## config.mk

```make
export PLATFORM = sky130hd
export DESIGN_NAME = vga_sync_gen_flat
export DESIGN_NICKNAME = d
export VERILOG_FILES = /design/src/rtl/vga_pkg.sv /design/src/rtl/vga_sync_gen_if.sv /design/src/rtl/vga_delay_line.sv /design/src/rtl/vga_sync_gen.sv /design/src/flat_wrapper.sv
export SDC_FILE = /design/constraint.sdc
export NUM_CORES = 1
export LEC_CHECK = 0
export BUFFER_PORTS_ARGS = -buffer_cell sky130_fd_sc_hd__buf_2
export CAP_MARGIN = 20
export CORE_AREA = 2 2 58 60
export CTS_BUF_LIST = sky130_fd_sc_hd__clkbuf_4 sky130_fd_sc_hd__clkbuf_8 sky130_fd_sc_hd__clkbuf_16
export DETAILED_ROUTE_END_ITERATION = 8
export DIE_AREA = 0 0 60 62
export HOLD_SLACK_MARGIN = 0.08
export PLACE_DENSITY_LB_ADDON = 0.05
export SETUP_SLACK_MARGIN = 0.4
export SYNTH_ARGS = -nofsm -noshare
export SYNTH_HDL_FRONTEND = slang
export SYNTH_SLANG_ARGS = --single-unit
```

## constraint.sdc

```tcl
create_clock -name clk_in -period 3.3 [get_ports clk_in]
set_input_delay 0.165 -clock clk_in [delete_from_list [all_inputs] [get_ports clk_in]]
set_output_delay 0.165 -clock clk_in [all_outputs]
set_load 0.03 [all_outputs]
```

## src/rtl/vga_pkg.sv

```systemverilog
// Shared VGA definitions: default 640x480@60 timing, colour word type.
package vga_pkg;

  // Default 640x480@60 Hz timing (pixels / lines)
  localparam int DEF_H_DISPLAY = 640;
  localparam int DEF_H_FP      = 16;
  localparam int DEF_H_SYNC    = 96;
  localparam int DEF_H_BP      = 48;
  localparam int DEF_V_DISPLAY = 480;
  localparam int DEF_V_FP      = 10;
  localparam int DEF_V_SYNC    = 2;
  localparam int DEF_V_BP      = 33;

  localparam int DEF_H_TOTAL = DEF_H_DISPLAY + DEF_H_FP + DEF_H_SYNC + DEF_H_BP;
  localparam int DEF_V_TOTAL = DEF_V_DISPLAY + DEF_V_FP + DEF_V_SYNC + DEF_V_BP;

  // Width of the pixel/line counters
  localparam int CNT_W = 10;

  // 3-3-2 colour word shared with the frame buffer and video mux
  localparam int RGB_W = 8;
  typedef logic [RGB_W-1:0] rgb_t;

endpackage

```

## src/rtl/vga_sync_gen_if.sv

```systemverilog
// Bus between the VGA timing generator and its consumers.
interface vga_sync_gen_if;
  logic                         en;
  logic [vga_pkg::CNT_W-1:0]    pixel_x;
  logic [vga_pkg::CNT_W-1:0]    pixel_y;
  logic                         frame_start;
  vga_pkg::rgb_t                rgb_in;
  logic                         hsync;
  logic                         vsync;
  logic                         video_on;
  vga_pkg::rgb_t                rgb_out;

  // Timing generator side
  modport master (
    input  en, rgb_in,
    output pixel_x, pixel_y, frame_start, hsync, vsync, video_on, rgb_out
  );

  // Frame buffer / connector side
  modport slave (
    output en, rgb_in,
    input  pixel_x, pixel_y, frame_start, hsync, vsync, video_on, rgb_out
  );
endinterface

```

## src/rtl/vga_delay_line.sv

```systemverilog
// Enable-gated shift register, N bits wide and D stages deep, reset to R.
// D=0 degenerates to a straight wire.
module vga_delay_line #(
  parameter int             N = 1,
  parameter int             D = 1,
  parameter logic [N-1:0]   R = '0
) (
  input  logic         clk,
  input  logic         rst,
  input  logic         en,
  input  logic [N-1:0] i_d,
  output logic [N-1:0] o_q
);

  if (D == 0) begin : g_pass
    logic w_unused;
    assign w_unused = &{1'b0, clk, rst, en};
    assign o_q      = i_d;
  end else begin : g_shift
    logic [N-1:0] r_sr [D];

    // Shift one stage per enabled tick; reset loads every stage with R
    always_ff @(posedge clk or posedge rst) begin
      if (rst) begin
        for (int i = 0; i < D; i++) r_sr[i] <= R;
      end else if (en) begin
        r_sr[0] <= i_d;
        for (int i = 1; i < D; i++) r_sr[i] <= r_sr[i-1];
      end
    end

    assign o_q = r_sr[D-1];
  end

endmodule

```

## src/rtl/vga_sync_gen.sv

```systemverilog
// VGA timing generator: pixel/line counters, sync/blank decode, and an
// alignment pipeline that matches the frame-buffer read latency.
module vga_sync_gen
  import vga_pkg::*;
#(
  parameter int H_DISPLAY  = DEF_H_DISPLAY,
  parameter int H_FP       = DEF_H_FP,
  parameter int H_SYNC     = DEF_H_SYNC,
  parameter int H_BP       = DEF_H_BP,
  parameter int V_DISPLAY  = DEF_V_DISPLAY,
  parameter int V_FP       = DEF_V_FP,
  parameter int V_SYNC     = DEF_V_SYNC,
  parameter int V_BP       = DEF_V_BP,
  parameter int PIPE_DELAY = 1
) (
  input  logic            clk_in,
  input  logic            rst,
  vga_sync_gen_if.master  bus
);

  localparam int H_TOTAL = H_DISPLAY + H_FP + H_SYNC + H_BP;
  localparam int V_TOTAL = V_DISPLAY + V_FP + V_SYNC + V_BP;

  localparam logic [CNT_W-1:0] H_LAST   = CNT_W'(H_TOTAL - 1);
  localparam logic [CNT_W-1:0] V_LAST   = CNT_W'(V_TOTAL - 1);
  localparam logic [CNT_W-1:0] H_VIS    = CNT_W'(H_DISPLAY);
  localparam logic [CNT_W-1:0] V_VIS    = CNT_W'(V_DISPLAY);
  localparam logic [CNT_W-1:0] HS_START = CNT_W'(H_DISPLAY + H_FP);
  localparam logic [CNT_W-1:0] HS_END   = CNT_W'(H_DISPLAY + H_FP + H_SYNC);
  localparam logic [CNT_W-1:0] VS_START = CNT_W'(V_DISPLAY + V_FP);
  localparam logic [CNT_W-1:0] VS_END   = CNT_W'(V_DISPLAY + V_FP + V_SYNC);

  if (PIPE_DELAY < 0 || PIPE_DELAY > 4) begin : g_bad_pipe
    $error("vga_sync_gen: PIPE_DELAY must be within 0..4");
  end
  if (H_TOTAL >= 1024 || V_TOTAL >= 1024) begin : g_bad_total
    $error("vga_sync_gen: H_TOTAL and V_TOTAL must be below 1024");
  end

  logic [CNT_W-1:0] r_pixel_x;
  logic [CNT_W-1:0] r_pixel_y;

  // Raster counters: x runs every enabled tick, y steps on each x wrap
  always_ff @(posedge clk_in or posedge rst) begin
    if (rst) begin
      r_pixel_x <= '0;
      r_pixel_y <= '0;
    end else if (bus.en) begin
      if (r_pixel_x == H_LAST) begin
        r_pixel_x <= '0;
        if (r_pixel_y == V_LAST) r_pixel_y <= '0;
        else                     r_pixel_y <= r_pixel_y + CNT_W'(1);
      end else begin
        r_pixel_x <= r_pixel_x + CNT_W'(1);
      end
    end
  end

  // ---- stage p0: raw decode straight from the counters ----
  logic       w_h_sync_raw_p0;
  logic       w_v_sync_raw_p0;
  logic       w_vis_raw_p0;
  logic [2:0] w_raw_p0;
  logic [2:0] w_dly_p1;

  assign w_h_sync_raw_p0 = !((r_pixel_x >= HS_START) && (r_pixel_x < HS_END));
  assign w_v_sync_raw_p0 = !((r_pixel_y >= VS_START) && (r_pixel_y < VS_END));
  assign w_vis_raw_p0    = (r_pixel_x < H_VIS) && (r_pixel_y < V_VIS);
  assign w_raw_p0        = {w_h_sync_raw_p0, w_v_sync_raw_p0, w_vis_raw_p0};

  // ---- stage p1: align with frame-buffer read latency ----
  vga_delay_line #(
    .N (3),
    .D (PIPE_DELAY),
    .R (3'b110)
  ) u_align (
    .clk (clk_in),
    .rst (rst),
    .en  (bus.en),
    .i_d (w_raw_p0),
    .o_q (w_dly_p1)
  );

  // ---- stage p2: pin registers ----
  logic r_hsync_p2;
  logic r_vsync_p2;
  logic r_video_on_p2;
  rgb_t r_rgb_p2;

  // Register the aligned flags and blank the colour outside the visible area
  always_ff @(posedge clk_in or posedge rst) begin
    if (rst) begin
      r_hsync_p2    <= 1'b1;
      r_vsync_p2    <= 1'b1;
      r_video_on_p2 <= 1'b0;
      r_rgb_p2      <= '0;
    end else if (bus.en) begin
      r_hsync_p2    <= w_dly_p1[2];
      r_vsync_p2    <= w_dly_p1[1];
      r_video_on_p2 <= w_dly_p1[0];
      r_rgb_p2      <= w_dly_p1[0] ? bus.rgb_in : '0;
    end
  end

  assign bus.pixel_x     = r_pixel_x;
  assign bus.pixel_y     = r_pixel_y;
  assign bus.frame_start = (r_pixel_x == '0) && (r_pixel_y == '0) && bus.en;
  assign bus.hsync       = r_hsync_p2;
  assign bus.vsync       = r_vsync_p2;
  assign bus.video_on    = r_video_on_p2;
  assign bus.rgb_out     = r_rgb_p2;

endmodule
```

## src/flat_wrapper.sv

```systemverilog
// flat-port wrapper written by rule: the top's interface ports become plain ports
module vga_sync_gen_flat import vga_pkg::*;
#(
  parameter int H_DISPLAY  = DEF_H_DISPLAY,
  parameter int H_FP       = DEF_H_FP,
  parameter int H_SYNC     = DEF_H_SYNC,
  parameter int H_BP       = DEF_H_BP,
  parameter int V_DISPLAY  = DEF_V_DISPLAY,
  parameter int V_FP       = DEF_V_FP,
  parameter int V_SYNC     = DEF_V_SYNC,
  parameter int V_BP       = DEF_V_BP,
  parameter int PIPE_DELAY = 1
)
  (clk_in, rst, bus_en, bus_rgb_in, bus_pixel_x, bus_pixel_y, bus_frame_start, bus_hsync, bus_vsync, bus_video_on, bus_rgb_out);
  vga_sync_gen_if bus_i ();
  input  logic clk_in;
  input  logic rst;
  input wire logic [$bits(bus_i.en)-1:0] bus_en;
  input wire logic [$bits(bus_i.rgb_in)-1:0] bus_rgb_in;
  output wire logic [$bits(bus_i.pixel_x)-1:0] bus_pixel_x;
  output wire logic [$bits(bus_i.pixel_y)-1:0] bus_pixel_y;
  output wire logic [$bits(bus_i.frame_start)-1:0] bus_frame_start;
  output wire logic [$bits(bus_i.hsync)-1:0] bus_hsync;
  output wire logic [$bits(bus_i.vsync)-1:0] bus_vsync;
  output wire logic [$bits(bus_i.video_on)-1:0] bus_video_on;
  output wire logic [$bits(bus_i.rgb_out)-1:0] bus_rgb_out;
  assign bus_i.en = bus_en;
  assign bus_i.rgb_in = bus_rgb_in;
  assign bus_pixel_x = bus_i.pixel_x;
  assign bus_pixel_y = bus_i.pixel_y;
  assign bus_frame_start = bus_i.frame_start;
  assign bus_hsync = bus_i.hsync;
  assign bus_vsync = bus_i.vsync;
  assign bus_video_on = bus_i.video_on;
  assign bus_rgb_out = bus_i.rgb_out;
  vga_sync_gen #(.H_DISPLAY(H_DISPLAY), .H_FP(H_FP), .H_SYNC(H_SYNC), .H_BP(H_BP), .V_DISPLAY(V_DISPLAY), .V_FP(V_FP), .V_SYNC(V_SYNC), .V_BP(V_BP), .PIPE_DELAY(PIPE_DELAY)) u_core (.clk_in(clk_in), .rst(rst), .bus(bus_i));
endmodule
```

; After elaboration in Yosys (flattened, before gate mapping)
; Index checks and enable logic that the tools add are counted.
[totals]
n_memories = 0
romBits = 0
mem_bits_rw = 0
word_cells = 30
latch_bits = 0
register_bits = 34
[op_classes]
mul = 0
muxes = 3
div_mod_pow = 0
n_addsub = 2
n_eq_ne = 2
shift = 0
magnitude_cmp = 6
bitwise_logic = 0
reduce_logical = 10
[op_table]
columns = op, count
row1 = "adder 10 x 1 -> 10 bit, second input constant", 2
row2 = "equality test 10 bit, second input constant", 2
row3 = zero test 10 bit, 2
row4 = "< comparator 10 bit, second input constant", 2
row5 = "< comparator 10 x 9 -> 1 bit, second input constant", 2
row6 = two-way mux 10 bit, 2
row7 = ">= comparator 10 bit, second input constant", 1
row8 = ">= comparator 10 x 9 -> 1 bit, second input constant", 1
row9 = two-way mux 8 bit, 1
row10 = logical AND 1 bit, 5
row11 = zero test 1 bit, 2
row12 = AND reduction 2 bit, 1

; Depth between registers and ports, before layout
; Gate-level depths: netlist of the first run.
[logic_depth]
depth_word = 3
ltp_mapped = 6
depth_no_buf = 6

; Hierarchy
; A second synthesis of the first run with hierarchy kept.
[hier_totals]
hier_cells = 173
hier_area_um2 = 1742.9
[modules_own_cells]
columns = module, area_per_inst_um2, cells_each, instances
row1 = vga_sync_gen, 1627.8, 166, 1
row2 = vga_delay_line, 115.1, 7, 1

; Least setup slack after synthesis of the first run
; Ideal clock, no wire load.
[synth_timing]
kind = flip-flop to output port
from = register u_core.r_pixel_x[0] (netlist: u_core.bus.pixel_x[0])
to = output port bus_frame_start
slack_ns = 1.112
arrival_ns = 2.023
path_stages_with_launch = 6
path_cell_list = dfrtp_1 inv_1 ha_1 nor4b_1 nand4_1 nor4_1
[synth_between]
elab_chain_cells = 3
[synth_lines]
columns = element, line_no
row1 = from (decl), vga_sync_gen.sv:40  ; logic [CNT_W-1:0] r_pixel_x;
row2 = from (signal assigned), vga_sync_gen.sv:54  ; r_pixel_x <= r_pixel_x + CNT_W'(1);
row3 = zero test 10 bit, vga_sync_gen.sv:107  ; assign bus.frame_start = (r_pixel_x == '0) && (r_pixel_y == '0) && bus.en;
row4 = logical AND 1 bit (2 in a row), vga_sync_gen.sv:107
row5 = to (decl), flat_wrapper.sv:22  ; output wire logic [$bits(bus_i.frame_start)-1:0] bus_frame_start;
; Every way passes these cells.

; Worst setup path after layout of the first run
; Ends and elaborated chain as after synthesis.

==> impl_table.tex, run 1 <==
\begin{tabular}{lr}
\hline
Metric & Value \\
\hline
\multicolumn{2}{l}{\textbf{Run status}} \\
Outcome & completed \\
\multicolumn{2}{l}{\textbf{Routing}} \\
Final routed wire length divided by cell count & 13.61 um \\
First-pass detailed-route iteration total & 4 \\
Residual antenna-violating net count after detailed routing & 0 \\
Final WL & 3621 um \\
Average via count per standard cell & a little over 5 \\
Detailed-route via count & 1379 \\
Violation count after the first detailed-route iteration & 43 \\
DRC errors left & 0 \\
\multicolumn{2}{l}{\textbf{Cells and area}} \\
Register Area & 855.8 um\^{}2 \\
Antenna diode count & 0 \\
Number of filler cells placed in the layout & 269 \\
Area of the multi-input gates & around 710 um\^{}2 \\
Signed area change from the synthesized netlist to the final layout & 24.51\% \\
Fraction of final layout cells sized beyond drive strength 1 & 0.2955 \\
Post-layout nets & 234 \\
Total non-filler cell area in the finished layout & 2059 um\^{}2 \\
\multicolumn{2}{l}{\textbf{Synthesis}} \\
Most numerous cell in the Yosys netlist & dfrtp\_1 \\
Cell type contributing the most total cell area after synthesis & dfrtp\_1 \\
Number of distinct library cells after synthesis & 38 \\
Post-synthesis instance area & 1654 um\^{}2 \\
Fraction of the mapped netlist area in simple logic gates & 0.2262 \\
Fraction of synthesis flops using an asynchronous set or reset pin & 1.000 \\
Flops \& latches, synth & 34 \\
Number of warning messages in the yosys log & 0 \\
Number of enable-type register cells in the synthesized netlist & 0 \\
Adder and majority cell fraction of the synthesized area & 0.03026 \\
Main combinational cell family by area after synthesis & simple AND/OR/NAND/NOR gates \\
Top-area cell type share of the netlist area & 0.4539 \\
Synthesized-area fraction occupied by ao, oa, aoi and oai cells & 0.07791 \\
Most used DFF post-synth & dfrtp\_1 \\
Share of cell area taken by muxes after synthesis & 0.03933 \\
XOR/XNOR Fraction of Synth Area & 0.05825 \\
List of most frequent post-synthesis cells & 30 x dfrtp\_1, 17 x nand2\_1, 17 x o21ai\_0 \\
Post-Synthesis Cells & 164 \\
Synth Area per Inst & 10.09 um\^{}2 \\
Number of nets produced by synthesis & 179 \\
Synth top area cells & dfrtp\_1 45\%, dfstp\_2 6.4\%, o21ai\_0 5.1\% \\
Register area share after synthesis & 0.5174 \\
\multicolumn{2}{l}{\textbf{CTS}} \\
Number of gates resized after cts & 0 \\
Clock net sink count & 34 \\
Buffer type at the clock tree root & clkbuf\_4 \\
CTS H-Tree Depth & 2 \\
Buffers from clock root to sink, at most & 2 \\
Clock slew at reported path FFs & 100 ps \\
CTS Buf Count & 5 \\
CTS tree & done \\
Clock latency on the worst-skew pair & 330 ps \\
\multicolumn{2}{l}{\textbf{Power and ir drop}} \\
Overall Power & 1051 uW \\
IR Drop Worst-Case VDD & 0.0005268 V \\
Reported leakage power & 0.001001 uW \\
Power density of the placed cells & approximately 510 nW/um\^{}2 \\
\multicolumn{2}{l}{\textbf{Worst hold path}} \\
Path class of the lowest-slack min-delay path & in2reg \\
Worst hold path endpoint & u\_core.u\_align.o\_q[1] \\
Hold path cells & 3 \\
Beginning of the worst hold path & bus\_en \\
\multicolumn{2}{l}{\textbf{Setup path}} \\
CP Capture Type & primary output \\
Data required time at the worst endpoint & between 3000 and 4000 ps \\
Worst Reg-to-Reg Cells & 5 \\
CP cell instances & inv\_1 > ha\_1 > nor4b\_1 > nand4\_1 > nor4\_1 > buf\_2 \\
Kind of critical path & reg2out \\
Endpoint of the worst-slack reg-to-reg timing path & u\_core.bus.pixel\_y[7] \\
Startpoint of the worst register-to-register path & u\_core.bus.pixel\_x[0] \\
Nature of the critical path startpoint & register \\
CP Data Arrival Time & between 1500 and 2000 ps \\
Slowest cell delay on critical path & 440 ps \\
Cell with the biggest individual delay on the critical path & dfrtp\_1 \\
FF-to-FF setup slack & around 1500 ps \\
Worst Path Max Fanout & 5 \\
\multicolumn{2}{l}{\textbf{GRT}} \\
First-pass GRT wire length & 5754 um \\
Total congestion overflow after global routing & 0 \\
Vias in the first global route & 1281 \\
Number of antenna violations at the first check in global routing & 0 \\
GRT Util Overall & 0.2106 \\
Largest net degree at the start of global routing & 35 \\
\multicolumn{2}{l}{\textbf{Floorplan}} \\
Core Footprint & between 3000 and 4000 um\^{}2 \\
Die extent in x & around 60 um \\
Initial core utilization & 0.5203 \\
Overall die height & 62 um \\
Cell row count & 21 \\
Area enclosed by the die boundary & 3720 um\^{}2 \\
Io pins & 43 \\
\multicolumn{2}{l}{\textbf{Timing}} \\
Setup TNS & 0 ps \\
Layout Skew & about 6.4 ps \\
Minimum setup slack in the final design & between 1000 and 1500 ps \\
Worst hold slack after final layout & 250.0 ps \\
Share of the clock period used by the worst path & 0.6323 \\
Max Clock Freq & 479.2 MHz \\
Number of max-slew violations in the final report & 0 \\
Worst slew margin & 0.6932 \\
Count of endpoints failing hold in the final timing report & 0 \\
Crit path time final & 2087 ps \\
Transition at the pin with the smallest max-transition slack & about 460 ps \\
RSZ-0062 raised after global routing & no \\
Number of setup violations in the final report & 0 \\
\multicolumn{2}{l}{\textbf{Job}} \\
Number of max-cap violations & 0 \\
\multicolumn{2}{l}{\textbf{Place}} \\
DP Wirelength & 2442 um \\
Area after DPL & 1906 um\^{}2 \\
Pre-CTS setup slack & 1488 ps \\
Final GP Congestion & roughly 0.86 \\
Buffers added on ports & 42 \\
\hline
\end{tabular}
-- cells by family (layout without fill, tap and decap cells) --
logic type | after synthesis | after routing
flip-flops | 34 | 34
AO/OA/AOI/OAI | 24 | 24
multiplexers | 6 | 6
AND/OR/NAND/NOR | 65 | 65
adder cells (fa/ha/maj) | 4 | 4
XOR/XNOR | 11 | 11
buffers and inverters | 20 | 76
-- sequential cells by signal, summed over array words and instances (netlist names) --
register,cells
u_core.bus.pixel_x,10
u_core.bus.pixel_y,10
u_core.bus.rgb_out,8
u_core.u_align.o_q,3
u_core.bus.hsync,1
u_core.bus.video_on,1
u_core.bus.vsync,1
-- power breakdown --
part           switching (uW)  leakage [uW]  total [uW]  internal (uW)
registers                71.9      0.000434         530            458
logic                     175      0.000529         272           97.0
clock network             137     0.0000387         249            111
-- layout make-up --
class	instances	area share
Clock buffer	7	0.02855
Multi-Input combinational cell	110	0.3469
Tap cell	46	0.02795
Timing Repair Buffer	52	0.1495
Clock inverter	1	0.002430
Sequential cell	34	0.4156
Inverter	16	0.02916
-- cells in the final DEF (no fill, tap or decap), types with 5 or more instances in the layout --
cell type and instances:
xnor2_1 7, o21ai_0 17, dfrtp_1 30, inv_1 16, nand4_1 5, nand3_1 10
nand2_1 17, nor2_1 10, dlygate4sd3_1 9, clkbuf_4 6, buf_2 42
-- worst max path at each step --
| stage | startpoint | end | slack (ps) |
|---|---|---|---|
| detailed placement | u_core.bus.pixel_x[0] | u_core.bus.pixel_y[7] | 1490 |
| finish | u_core.bus.pixel_x[0] | bus_frame_start | 1210 |
| floorplan | u_core.bus.pixel_x[0] | bus_frame_start | 1110 |
| global route | u_core.bus.pixel_x[0] | bus_frame_start | 1050 |
| CTS | u_core.bus.pixel_x[0] | bus_frame_start | 1210 |
| global placement | u_core.bus.pixel_x[0] | u_core.bus.pixel_y[7] | 1590 |
-- per-layer routing --
layer,global-route usage,routed length (um),vias up
li1,-,-,675
met1,0.2585,1686,662
met2,0.3540,1714,36
met3,0.05797,170,6
met4,0.08254,49,0
met5,0,0,-
-- stage by stage --
step,util,cells
after CTS,0.6478,266
final,0.6478,266
after global routing,0.6478,266
after floorplan,-,164
after detailed placement,0.5994,249
after global placement,0.5994,249
-- what timing repair did --
action / 4_1_cts / 5_1_grt
hold buffers: 9 / 0
setup buffers: 0 / 0
hold endpoints to repair: 38 / 0
-- worst max-delay path, delay by kind of cell, from the launching register on --
kind,cells,cell delay (ps)
DFF,1,440
and+or+nand+nor,3,680
buffers and inverters,2,340
adders and majority gates,1,130
(Power assumes the default switching activity.)
==> run 2: changes to the inputs <==
--- a/config.mk
+++ b/config.mk
@@ -7,10 +7,10 @@
 export LEC_CHECK = 0
 export BUFFER_PORTS_ARGS = -buffer_cell sky130_fd_sc_hd__buf_2
 export CAP_MARGIN = 20
-export CORE_AREA = 2 2 58 60
+export CORE_AREA = 2 2 60 62
 export CTS_BUF_LIST = sky130_fd_sc_hd__clkbuf_4 sky130_fd_sc_hd__clkbuf_8 sky130_fd_sc_hd__clkbuf_16
 export DETAILED_ROUTE_END_ITERATION = 8
-export DIE_AREA = 0 0 60 62
+export DIE_AREA = 0 0 62 64
 export HOLD_SLACK_MARGIN = 0.08
 export PLACE_DENSITY_LB_ADDON = 0.05
 export SETUP_SLACK_MARGIN = 0.4
==> constraint.sdc (replaced) <==
create_clock -name clk_in -period 2.05 [get_ports clk_in]
set_input_delay 0.1025 -clock clk_in [delete_from_list [all_inputs] [get_ports clk_in]]
set_output_delay 0.1025 -clock clk_in [all_outputs]
set_load 0.03 [all_outputs]
==> run 2 against run 1 <==
Compared with the run above:
- final area up 9.2%
- wire length up 2.4%
- via count up 3.2%
- clock power up 67%
- non-clock buffer count up 13
- global-route usage down 0.19 points
- sequential power up 63%
- sequential cell count unchanged
- clock skew up 6.8 ps
- cell count up 4.9%
- die area up 6.7%
- critical path type unchanged
==> impl_table.tex, run 2 (synthesis gave the netlist of run 1 again) <==
\begin{tabular}{lr}
\hline
Metric & Value \\
\hline
\multicolumn{2}{l}{\textbf{Run status}} \\
Outcome & completed \\
\multicolumn{2}{l}{\textbf{GRT}} \\
Total congestion overflow after global routing & 0 (unchanged) \\
Vias in the first global route & 1310 (+2.3\%) \\
Number of antenna violations at the first check in global routing & 0 (unchanged) \\
GRT Util Overall & 0.2088 (-0.001886) \\
Largest net degree at the start of global routing & 35 (unchanged) \\
First-pass GRT wire length & 6113 um (+6.2\%) \\
\multicolumn{2}{l}{\textbf{Timing}} \\
Minimum setup slack in the final design & 270.8 ps (-942.6 ps) \\
Layout Skew & 13.26 ps (+6.821 ps) \\
Setup TNS & 0 ps (unchanged) \\
Number of max-slew violations in the final report & 0 (unchanged) \\
Transition at the pin with the smallest max-transition slack & 423.9 ps (-36.33 ps) \\
Crit path time final & 1779 ps \\
RSZ-0062 raised after global routing & yes \\
Worst slew margin & 0.7174 (+0.02422) \\
Count of endpoints failing hold in the final timing report & 0 (unchanged) \\
Max Clock Freq & 562.0 MHz \\
Worst hold slack after final layout & 89.06 ps (-161.0 ps) \\
Number of setup violations in the final report & 0 (unchanged) \\
Share of the clock period used by the worst path & 0.8679 \\
\multicolumn{2}{l}{\textbf{Cells and area}} \\
Fraction of final layout cells sized beyond drive strength 1 & 0.3820 (+0.08652) \\
Most frequent cells in the layout & 41 x buf\_2, 26 x dfrtp\_1, 17 x o21ai\_0, 17 x nand2\_1, 16 x inv\_1 \\
Antenna diode count & 0 (unchanged) \\
Number of filler cells placed in the layout & 271 (+0.74\%) \\
Total non-filler cell area in the finished layout & 2250 um\^{}2 (+9.2\%) \\
Post-layout nets & 247 (+5.6\%) \\
Signed area change from the synthesized netlist to the final layout & 36.01\% \\
Most common cell after layout, fill and taps aside & buf\_2 \\
\multicolumn{2}{l}{\textbf{CTS}} \\
CTS Buf Count & 5 (unchanged) \\
Buffer type at the clock tree root & clkbuf\_4 \\
Clock net sink count & 34 (unchanged) \\
Clock latency on the worst-skew pair & 350 ps (+20 ps) \\
CTS tree & done \\
CTS H-Tree Depth & 2 (unchanged) \\
Clock slew at reported path FFs & 110 ps (about the same) \\
Buffers from clock root to sink, at most & 2 (unchanged) \\
\multicolumn{2}{l}{\textbf{Worst hold path}} \\
Hold path cells & 3 (unchanged) \\
Worst hold path endpoint & u\_core.bus.pixel\_x[4] \\
Path class of the lowest-slack min-delay path & in2reg \\
Beginning of the worst hold path & bus\_en \\
\multicolumn{2}{l}{\textbf{Place}} \\
Final GP Congestion & 0.8262 (-4.3\%) \\
Buffers added on ports & 42 (unchanged) \\
Area after DPL & 1938 um\^{}2 (+1.7\%) \\
Pre-CTS setup slack & 313.5 ps (-1174 ps) \\
DP Wirelength & 2414 um (-1.1\%) \\
\multicolumn{2}{l}{\textbf{Floorplan}} \\
Initial core utilization & 0.5036 (-0.01665) \\
Area enclosed by the die boundary & 3968 um\^{}2 (+6.7\%) \\
Io pins & 43 (unchanged) \\
Die extent in x & 62 um (+3.3\%) \\
Cell row count & 21 (unchanged) \\
Overall die height & 64 um (+3.2\%) \\
Core Footprint & 3284 um\^{}2 (+3.3\%) \\
\multicolumn{2}{l}{\textbf{Power and ir drop}} \\
IR Drop Worst-Case VDD & 0.0008240 V (+56\%) \\
Reported leakage power & 0.001072 uW (+7.0\%) \\
Overall Power & 1876 uW (+79\%) \\
Power density of the placed cells & 833.8 nW/um\^{}2 (+63\%) \\
\multicolumn{2}{l}{\textbf{Routing}} \\
Violation count after the first detailed-route iteration & 61 (+42\%) \\
Final WL & 3708 um (+2.4\%) \\
Final routed wire length divided by cell count & 13.29 um (-2.4\%) \\
Average via count per standard cell & 5.100 (-1.6\%) \\
First-pass detailed-route iteration total & 4 (unchanged) \\
Residual antenna-violating net count after detailed routing & 0 (unchanged) \\
DRC errors left & 0 (unchanged) \\
Detailed-route via count & 1423 (+3.2\%) \\
\multicolumn{2}{l}{\textbf{Setup path}} \\
Kind of critical path & reg2out \\
FF-to-FF setup slack & 470 ps (-1000 ps) \\
CP Capture Type & primary output \\
Data required time at the worst endpoint & 1950 ps (-1180 ps) \\
Startpoint of the worst register-to-register path & u\_core.bus.pixel\_x[0] \\
Nature of the critical path startpoint & register \\
CP Data Arrival Time & 1680 ps (-240 ps) \\
Worst Path Max Fanout & 5 (unchanged) \\
Worst Reg-to-Reg Cells & 8 (+3) \\
Endpoint of the worst-slack reg-to-reg timing path & u\_core.bus.pixel\_y[1] \\
\multicolumn{2}{l}{\textbf{Job}} \\
Number of max-cap violations & 0 (unchanged) \\
\hline
\end{tabular}
[run 2: changes by cell type in the layout (fill, tap and decap cells not counted), moves of 2 or more]
cell / previous run / this run
buf_4: 1 / 13
dfrtp_1: 30 / 26
dfrtp_2: 0 / 4
buf_6: 0 / 2
nor4_1: 2 / 0
nor4_4: 0 / 2
[run 2: worst max-delay path by stage]
stage | start | to
after floorplan | u_core.bus.pixel_x[0] | bus_frame_start
after global placement | u_core.bus.pixel_x[0] | bus_frame_start
after detailed placement | u_core.bus.pixel_x[7] | u_core.bus.pixel_y[2]
after CTS | u_core.bus.pixel_x[0] | bus_frame_start
after global routing | u_core.bus.pixel_x[0] | bus_frame_start
final | u_core.bus.pixel_y[7] | bus_frame_start
[run 2: per-stage QoR]
| step | util | cells |
|---|---|---|
| global route | 0.6850 | 279 |
| floorplan | - | 164 |
| CTS | 0.6640 | 274 |
| finish | 0.6850 | 279 |
| detailed placement | 0.5901 | 251 |
| global placement | 0.5901 | 251 |
[run 2: repair_timing]
action / 4_1_cts / 5_1_grt
resized for setup: 9 / 6
pin swaps: 2 / 3
hold endpoints to repair: 38 / 0
cloned: 0 / 0
hold buffers: 9 / 0
endpoints found under the setup margin: 6 / 12
buffers inserted: 6 / 5
[run 2: power by group]
group          total [uW]  internal, uW  leakage, uW  switching (uW)
clock network         417           196    0.0000394             221
logic                 595           259     0.000602             335
registers             864           741     0.000430             123
[run 2: final cells by class]
| type | count | area (um^2) | area share |
|---|---|---|---|
| Sequential cell | 34 | 860.8 | 0.3826 |
| Tap cell | 46 | 57.56 | 0.02558 |
| Timing Repair Buffer | 65 | 415.4 | 0.1846 |
| Multi-Input combinational cell | 110 | 789.5 | 0.3509 |
| Clock buffer | 8 | 66.31 | 0.02948 |
| Inverter | 16 | 60.06 | 0.02670 |
[run 2: worst max-delay path: stages (launching register included)]
cell     delay, ps
dfrtp_1        460
nor4_4         310
nand4_1        200
nor4_4         160
buf_4          190
[run 2: metal layers]
metal	GRT usage	share of wire	vias up
li1	-	-	701
met1	0.2820	0.47	670
met2	0.3099	0.46	47
met3	0.06680	0.056	5
met4	0.07447	0.015	0
met5	0	0	-
==> run 3: changes to the inputs <==
--- a/config.mk
+++ b/config.mk
@@ -12,6 +12,7 @@
 export DETAILED_ROUTE_END_ITERATION = 8
 export DIE_AREA = 0 0 62 64
 export HOLD_SLACK_MARGIN = 0.08
+export MAX_ROUTING_LAYER = met4
 export PLACE_DENSITY_LB_ADDON = 0.05
 export SETUP_SLACK_MARGIN = 0.4
 export SYNTH_ARGS = -nofsm -noshare
==> run 3 against run 2 <==
Compared with the run above:
- sequential power about the same
- worst hold slack better by 0.55 ps
- combinational power about the same
- largest power group unchanged
- sequential share of layout area down 0.34 points
- highest routed layer unchanged
- global-route usage up 0.63 points
- cell count up 0.36%
- sequential cell count unchanged
- clock skew down 0.85 ps
- largest cell class unchanged
- wire length up 0.32%
- worst setup slack worse by 1.1 ps
==> impl_table.tex, run 3 (synthesis gave the netlist of run 1 again) <==
\begin{tabular}{lr}
\hline
Metric & Value \\
\hline
\multicolumn{2}{l}{\textbf{Routing}} \\
Violation count after the first detailed-route iteration & 61 (unchanged) \\
DRC errors left & 0 (unchanged) \\
First-pass detailed-route iteration total & 4 (unchanged) \\
Residual antenna-violating net count after detailed routing & 0 (unchanged) \\
WL met3 & 204 um (-1.4\%) \\
Length of routed wiring on met1 & 1742 um (+0.29\%) \\
Final WL & 3720 um (+0.32\%) \\
Average via count per standard cell & 5.089 (-0.22\%) \\
Uppermost routed layer & met4 \\
Final routed wire length divided by cell count & 13.29 um (about the same) \\
Detailed-route via count & 1425 (+0.14\%) \\
Met2 WL post-DR & 1716 um (+0.59\%) \\
\multicolumn{2}{l}{\textbf{CTS}} \\
Buffer type at the clock tree root & clkbuf\_4 \\
CTS Buf Count & 5 (unchanged) \\
Clock slew at reported path FFs & 100 ps (about the same) \\
Buffers from clock root to sink, at most & 2 (unchanged) \\
CTS tree & done \\
CTS H-Tree Depth & 2 (unchanged) \\
Clock net sink count & 34 (unchanged) \\
Clock latency on the worst-skew pair & 350 ps (about the same) \\
\multicolumn{2}{l}{\textbf{Floorplan}} \\
Io pins & 43 (unchanged) \\
Core Footprint & 3284 um\^{}2 (unchanged) \\
Die extent in x & 62 um (unchanged) \\
Overall die height & 64 um (unchanged) \\
Cell row count & 21 (unchanged) \\
Area enclosed by the die boundary & 3968 um\^{}2 (unchanged) \\
Initial core utilization & 0.5036 (unchanged) \\
\multicolumn{2}{l}{\textbf{Cells and area}} \\
Most common cell after layout, fill and taps aside & buf\_2 \\
Post-layout nets & 248 (+0.40\%) \\
Register Area & 860.8 um\^{}2 (unchanged) \\
Number of filler cells placed in the layout & 269 (-0.74\%) \\
Total non-filler cell area in the finished layout & 2270 um\^{}2 (+0.89\%) \\
Antenna diode count & 0 (unchanged) \\
Final non-filler cell total & 280 (+0.36\%) \\
Signed area change from the synthesized netlist to the final layout & 37.22\% \\
Most frequent cells in the layout & 41 x buf\_2, 26 x dfrtp\_1, 17 x o21ai\_0, 17 x nand2\_1, 16 x inv\_1 \\
Area of the multi-input gates & 789.5 um\^{}2 (unchanged) \\
Fraction of final layout cells sized beyond drive strength 1 & 0.3846 (+0.002641) \\
\multicolumn{2}{l}{\textbf{GRT}} \\
Total congestion overflow after global routing & 0 (unchanged) \\
Largest net degree at the start of global routing & 35 (unchanged) \\
GRT Util Overall & 0.2151 (+0.006303) \\
Number of antenna violations at the first check in global routing & 0 (unchanged) \\
Vias in the first global route & 1306 (-0.31\%) \\
First-pass GRT wire length & 6120 um (+0.11\%) \\
\multicolumn{2}{l}{\textbf{Timing}} \\
Transition at the pin with the smallest max-transition slack & 425.7 ps (+1.795 ps) \\
Minimum setup slack in the final design & 269.6 ps (-1.137 ps) \\
Worst slew margin & 0.7162 (-0.001196) \\
Setup TNS & 0 ps (unchanged) \\
RSZ-0062 raised after global routing & yes \\
Share of the clock period used by the worst path & 0.8685 (about the same) \\
Number of setup violations in the final report & 0 (unchanged) \\
Count of endpoints failing hold in the final timing report & 0 (unchanged) \\
Layout Skew & 12.41 ps (-0.8535 ps) \\
Max Clock Freq & 561.7 MHz (about the same) \\
Number of max-slew violations in the final report & 0 (unchanged) \\
Crit path time final & 1780 ps (+1.137 ps) \\
\multicolumn{2}{l}{\textbf{Setup path}} \\
CP Data Arrival Time & 1680 ps (about the same) \\
Kind of critical path & reg2out \\
Worst Path Max Fanout & 5 (unchanged) \\
CP Capture Type & primary output \\
Nature of the critical path startpoint & register \\
Data required time at the worst endpoint & 1950 ps (about the same) \\
\multicolumn{2}{l}{\textbf{Run status}} \\
Outcome & completed \\
\multicolumn{2}{l}{\textbf{Worst hold path}} \\
Path class of the lowest-slack min-delay path & in2reg \\
\multicolumn{2}{l}{\textbf{Place}} \\
Area after DPL & 1938 um\^{}2 (unchanged) \\
Pre-CTS setup slack & 313.5 ps (unchanged) \\
Buffers added on ports & 42 (unchanged) \\
Placed instance count & 251 (unchanged) \\
DP Wirelength & 2414 um (unchanged) \\
Final GP Congestion & 0.8386 (+1.5\%) \\
\multicolumn{2}{l}{\textbf{Power and ir drop}} \\
Reported leakage power & 0.001082 uW (+0.99\%) \\
Power density of the placed cells & 825.2 nW/um\^{}2 (-1.0\%) \\
IR Drop Worst-Case VDD & 0.0008222 V (-0.23\%) \\
Overall Power & 1873 uW (-0.15\%) \\
\multicolumn{2}{l}{\textbf{Job}} \\
Number of max-cap violations & 0 (unchanged) \\
\hline
\end{tabular}
run 3: cell types whose count changed in the layout (fill, tap and decap cells not counted), sizes merged:
cell | previous run | this run
buf | 56 | 57
run 3: metrics by stage:
step / hold WS [ps] / util
after floorplan: 219.3 / -
after global placement: 214.7 / 0.5901
after detailed placement: 221.3 / 0.5901
after CTS: 86.99 / 0.6640
after global routing: 94.12 / 0.6910
final: 89.61 / 0.6910
run 3: where the power goes:
group	total [uW]	switching (uW)	internal, uW
sequential	863	122	741
clock	416	221	196
combinational	594	334	259
total	1870	677	1200
run 3: worst max-delay path: stages (launching register included):
cell     delay (ps)
dfrtp_1         460
nor4_4          310
nand4_1         200
nor4_4          160
buf_4           190
run 3: final cells by class:
cell class,count,area share
Sequential cell,34,0.3793
Multi-Input combinational cell,110,0.3478
Timing Repair Buffer,66,0.1918
Clock buffer,8,0.02922
Inverter,16,0.02646
Tap cell,46,0.02536
run 3: repair_timing:
item,4_1_cts,5_1_grt
setup buffers,6,6
gates resized for setup,9,6
hold endpoints to repair,38,0
pin swaps,2,3
hold buffers,9,0
endpoints found under the setup margin,6,12
run 3: path summary, 6_finish.rpt:
kind / slack (ps) / cells after the start / from / endpoint
min in group asynchronous: 380 / 4 / rst / u_core.bus.pixel_y[1]
max in group asynchronous: 1330 / 4 / rst / u_core.u_align.o_q[1]
setup / recovery: 270 / 4 / u_core.bus.pixel_y[7] / bus_frame_start
hold / removal: 90 / 3 / bus_en / u_core.bus.pixel_x[4]
hold reg to reg: 510 / 2 / u_core.u_align.o_q[1] / u_core.u_align.o_q[1]
setup reg to reg: 470 / 8 / u_core.bus.pixel_x[0] / u_core.bus.pixel_y[1]
run 3: metal layers:
metal,up-vias,global-route usage
met5,-,-
met3,5,0.06680
met4,0,0.07447
met1,676,0.2859
li1,702,-
met2,42,0.3086
